<file path="config.mk">
export PLATFORM = sky130hd
export DESIGN_NAME = usart_receiver
export DESIGN_NICKNAME = d
export VERILOG_FILES = /design/src/rtl/usart_receiver.sv
export SDC_FILE = /design/constraint.sdc
export NUM_CORES = 1
export LEC_CHECK = 0
export ABC_AREA = 1
export BUFFER_PORTS_ARGS = -buffer_cell sky130_fd_sc_hd__buf_2
export CAP_MARGIN = 10
export CORE_ASPECT_RATIO = 2
export CORE_UTILIZATION = 60
export DETAILED_ROUTE_END_ITERATION = 10
export GPL_TIMING_DRIVEN = 0
export PLACE_DENSITY_LB_ADDON = 0.2
export RECOVER_POWER = 25
export SYNTH_ARGS = -nofsm -noshare
export SYNTH_HDL_FRONTEND = slang
export SYNTH_SLANG_ARGS = --single-unit
</file>
<file path="constraint.sdc">
create_clock -name clock -period 7.03 [get_ports clock]
set_input_delay 2.109 -clock clock [delete_from_list [all_inputs] [get_ports clock]]
set_output_delay 2.109 -clock clock [all_outputs]
set_load 0.05 [all_outputs]
</file>
<file path="src/rtl/usart_receiver.sv">
// 8N1 serial receiver: synchronizes rx_pin, samples each bit mid-period using a latched
// prescaler, and holds the received byte behind a valid/read handshake with sticky error flags.
module usart_receiver #(
    parameter int unsigned SYNC_STAGES = 2
) (
    input  logic        clock,
    input  logic        reset,
    input  logic [0:15] prescaler,
    input  logic        rx_pin,
    input  logic        rd,
    output logic [0:7]  rx_data,
    output logic        rx_valid,
    output logic        frame_error,
    output logic        overrun,
    output logic        rx_busy
);

    typedef enum logic [2:0] {
        StIdle,
        StStart,
        StData,
        StStop,
        StWaitIdle
    } state_e;

    state_e                 state_q;
    logic [SYNC_STAGES-1:0] sync_q;
    logic                   rxs;
    logic                   rxs_d;
    logic [15:0]            period_q;
    logic [15:0]            half_q;
    logic [15:0]            cnt_q;
    logic [2:0]             bit_idx_q;
    logic [0:7]             shift_q;
    logic                   load_q;
    logic                   ferr_q;
    logic [15:0]            p_eff;
    logic [15:0]            target;
    logic                   tick;

    assign rxs    = sync_q[SYNC_STAGES-1];
    assign p_eff  = (prescaler < 16'd2) ? 16'd2 : prescaler;
    assign target = (state_q == StStart) ? half_q : period_q;
    assign tick   = (cnt_q == target - 16'd1);

    always_ff @(posedge clock or negedge reset) begin
        if (!reset) begin
            state_q     <= StIdle;
            sync_q      <= '1;
            rxs_d       <= 1'b1;
            period_q    <= 16'd0;
            half_q      <= 16'd0;
            cnt_q       <= 16'd0;
            bit_idx_q   <= 3'd0;
            shift_q     <= 8'h00;
            load_q      <= 1'b0;
            ferr_q      <= 1'b0;
            rx_data     <= 8'h00;
            rx_valid    <= 1'b0;
            frame_error <= 1'b0;
            overrun     <= 1'b0;
            rx_busy     <= 1'b0;
        end else begin
            sync_q <= {sync_q[SYNC_STAGES-2:0], rx_pin};
            rxs_d  <= rxs;
            load_q <= 1'b0;
            ferr_q <= 1'b0;
            cnt_q  <= cnt_q + 16'd1;

            // Stop-bit outcome is applied one cycle after the sample; a load beats a read.
            if (load_q) begin
                rx_data     <= shift_q;
                rx_valid    <= 1'b1;
                overrun     <= rd ? 1'b0 : (overrun | rx_valid);
                frame_error <= rd ? 1'b0 : frame_error;
            end else if (ferr_q) begin
                frame_error <= 1'b1;
                if (rd) begin
                    rx_valid <= 1'b0;
                    overrun  <= 1'b0;
                end
            end else if (rd) begin
                rx_valid    <= 1'b0;
                overrun     <= 1'b0;
                frame_error <= 1'b0;
            end

            unique case (state_q)
                StIdle: begin
                    cnt_q <= 16'd0;
                    if (rxs_d && !rxs) begin
                        state_q  <= StStart;
                        period_q <= p_eff;
                        half_q   <= p_eff >> 1;
                        rx_busy  <= 1'b1;
                    end
                end
                StStart: begin
                    if (tick) begin
                        cnt_q <= 16'd0;
                        if (!rxs) begin
                            state_q   <= StData;
                            bit_idx_q <= 3'd0;
                        end else begin
                            state_q <= StIdle;
                            rx_busy <= 1'b0;
                        end
                    end
                end
                StData: begin
                    if (tick) begin
                        cnt_q     <= 16'd0;
                        shift_q   <= {rxs, shift_q[0:6]};
                        bit_idx_q <= bit_idx_q + 3'd1;
                        if (bit_idx_q == 3'd7) begin
                            state_q <= StStop;
                        end
                    end
                end
                StStop: begin
                    if (tick) begin
                        cnt_q <= 16'd0;
                        if (rxs) begin
                            // Back to idle at mid-stop so a following start edge is caught.
                            load_q  <= 1'b1;
                            state_q <= StIdle;
                            rx_busy <= 1'b0;
                        end else begin
                            ferr_q  <= 1'b1;
                            state_q <= StWaitIdle;
                        end
                    end
                end
                StWaitIdle: begin
                    if (rxs) begin
                        cnt_q   <= 16'd0;
                        state_q <= StIdle;
                        rx_busy <= 1'b0;
                    end
                end
                default: begin
                    state_q <= StIdle;
                    rx_busy <= 1'b0;
                end
            endcase
        end
    end

endmodule

</file>
==> results by group <==
Final layout
  • Antenna diodes: 0
  • Syn-to-layout area delta: 13.9%
  • Layout cells sized above 1: between 10% and 20%
  • Fin nets: 661
  • Final core occ: 70.5%

Setup path
  • CP peak stage delay: between 1 and 1.5 ns
  • Critical Path Source Type: primary input
  • Crit path max fanout: 34
  • Setup crit end kind: asynchronous set/reset pin
  • Crit path cell chain: clkbuf_1
  • Crit path max-delay family: buffers and inverters
  • CP Buf/Inv Count: 1
  • CP max stage cell: clkbuf_1
  • Crit path required time: 7.10 ns
  • WS Path Type: primary input to asynchronous set/reset pin
  • Worst EP arrival: around 3.5 ns

Synth
  • Net count after synthesis: just over 600
  • Combinational family with the most area after synthesis: simple AND/OR/NAND/NOR gates
  • Mapped cell area: ~4000 um^2
  • Seq/Total Area, Yosys: between 30% and 40%
  • Yosys cell types: 36
  • EDFF count, synth: 0
  • Synth Area in Adders: under 10%
  • Syn_area_per_cell: between 6 and 7 um^2
  • Synth Area in Compound Gates: 9.27%
  • Simple logic cell fraction of the synthesized area: approximately 40%
  • Cells after Synth: 594
  • Async SR Flop Fraction: 100%
  • Synth Area in XOR/XNOR: around 3.0%
  • Commonest register cell after synthesis: dfrtp_1
  • Post-synthesis mux area share: 0%
  • #FFs+latches synth: 63
  • Synth warnings: 0

Power and ir drop
  • Tot Pwr: around 1.9 mW
  • Peak supply drop: 311 uV
  • Pleak: 2.36 nW
  • Cell area power density: around 420 nW/um^2

CTS
  • Total CTS buffers: 9
  • H-tree depth: 3
  • Cts hold-fix bufs: 0
  • Clk pin slew, worst setup/hold paths: 0.05 ns
  • CTS tree: built
  • Clock buffer depth: 2
  • Post-CTS Setup Repair Bufs: 0
  • Post_cts resized: 0
  • CTS Root Cell: clkbuf_16
  • Clock sink count: 63
  • Worst-Skew Late Latency: 0.33 ns

Floorplan
  • Starting density of the core: between 60% and 70%
  • Die Area: between 7000 and 8000 um^2
  • Row cnt: between 40 and 50
  • Die Span X: slightly above 60 um
  • Die Height: 119 um
  • Core area: 6620 um^2
  • I/O pins: 32

Drt
  • Average wire per standard cell: approximately 15 um
  • Final Routed Wirelength: about 11000 um
  • Vias per std cell: between 5 and 6
  • Vias: 4129
  • Starting DRC count in detailed routing: between 200 and 250
  • DRC errors left: 0
  • Remaining antenna violation count: 0
  • DRT Pass-1 Iters: 7

Placed design
  • Routability cong.: around 0.9
  • Dpl ws: a little under 4 ns
  • Placed wire-length estimate: 8810 um
  • I/O Buffers: 31

STA
  • Setup_tns: 0 ns
  • Worst Clk Skew: 0.00597 ns
  • Final Max Slew Viols: 34
  • Final Cycle Share: 48.2%
  • Crit path time final: 3.39 ns
  • Post-route setup slack: 3.64 ns
  • Worst-Margin Slew: around 1.9 ns
  • Final setup vio count: 0
  • FMAX: ~0.3 GHz
  • RSZ-0062 raised after global routing: no
  • Max-slew headroom: -25.9%
  • Fin. Hold Viols: 0

Global route
  • GR Overflow Total: 0
  • Vias in the first global route: a little over 4000
  • All-layer global routing usage: 34.9%
  • Largest net degree at the start of global routing: 35
  • Antenna violations before repair: 0
  • First-pass GRT wire length: between 15000 and 20000 um

Run status
  • Failing checks: max-capacitance violations, max-slew violations
  • Outcome: complete, but fails checks

Job
  • Max cap viols: 1

Min path
  • Hold WC Path Type: flop to flop
## per-stage QoR
step / cells / instance area, um^2 / hold WS [ns]
floorplan: 594 / 4100 / 0.345
global placement: 713 / 4370 / 0.349
detailed placement: 714 / 4390 / 0.347
CTS: 730 / 4680 / 0.359
global route: 730 / 4670 / 0.366
finish: 730 / 4670 / 0.362
## logic make-up (layout without fill, tap and decap cells)
group | after synthesis | in the layout
flip-flops | 63 | 63
adder cells (fa/ha/maj) | 4 | 4
XOR/XNOR | 14 | 14
AND/OR/NAND/NOR | 364 | 364
buffers and inverters | 87 | 135
AO/OA/AOI/OAI | 62 | 62
## path summary, 6_finish.rpt
path                                         from                  endpoint  slack, ns  cells past startpoint
setup / recovery                            reset        cnt_q[9]$_DFF_PN0_       3.64                      1
hold / removal                sync_q[0]$_DFF_PN1_       sync_q[1]$_DFF_PN1_       0.36                      0
setup reg to reg           state_q[0]$_DFFE_PN0P_  bit_idx_q[1]$_DFFE_PN0P_       3.79                     17
hold reg to reg               sync_q[0]$_DFF_PN1_       sync_q[1]$_DFF_PN1_       0.36                      0
max in group clock         state_q[0]$_DFFE_PN0P_  bit_idx_q[1]$_DFFE_PN0P_       3.79                     17
min in group asynchronous                   reset   period_q[1]$_DFFE_PN0P_       2.29                      1
## flip-flops by register name, indices dropped and copies added, names as in the netlist, 2 cells and up
| name | count |
|---|---|
| cnt_q | 16 |
| period_q | 16 |
| rx_data | 8 |
| shift_q | 8 |
| bit_idx_q | 3 |
| state_q | 3 |
| sync_q | 2 |
## layer usage
| layer | track usage (%) | vias to the layer above | part of all wire, % | wire (um) |
|---|---|---|---|---|
| met5 | 0 | - | 0 | 0 |
| met4 | 20.7 | 0 | 5.4 | 610 |
| met3 | 7.71 | 45 | 5.6 | 628 |
| met2 | 61.9 | 158 | 55 | 6210 |
| met1 | 34.8 | 1923 | 34 | 3840 |
| li1 | - | 2003 | - | - |
## layout make-up
cell class,instances,area (um^2)
inverter,72,275
buffer,15,91.3
sequential,63,1580
tap,88,110
fill,570,1950
clock buffer,12,246
multi-input combinational,444,2150
clock inverter,4,45.0
timing repair buffer,32,171
## layout by cell type (no fill, tap or decap), types with 2 or more instances in the layout
master     count
nand3_2        3
nand2_2        5
buf_2         29
o31ai_1        2
dfstp_2        2
nand3_1       70
nor3_1         5
nor2_1        40
o21ai_1        6
clkinv_2       3
nand4_1       14
nor2_4         2
ha_1           4
buf_6          4
nand2_1      209
inv_1         67
clkbuf_16      9
inv_2          3
dfrtp_1       60
clkbuf_1      14
xnor2_1        2
o211ai_1      11
nor4_1         5
nor2_2         5
o21ai_0       34
o21ai_2        4
xor2_1        12
nand3b_1       4
## cells in the mapped netlist (5+ instances only)
cell	instances	share of area, %
clkbuf_1	8	0.73
dfrtp_1	60	37
inv_1	67	6.1
nand2_1	209	19
nand2_2	5	0.76
nand3_1	70	8.5
nand4_1	14	2.1
nor2_1	40	3.7
nor2_2	5	0.76
nor3_1	5	0.61
nor4_1	5	0.76
o211ai_1	11	2.0
o21ai_0	34	4.1
o21ai_1	6	0.73
xor2_1	12	2.6
## report_power, final
group / switching, mW / total [mW] / internal [mW] / leakage, nW
Clock: 0.153 / 0.435 / 0.282 / 0.146
Sequential: 0.0647 / 0.495 / 0.431 / 0.828
Combinational: 0.705 / 1.02 / 0.314 / 1.38
No activity file was read; power rests on OpenSTA's default activity.
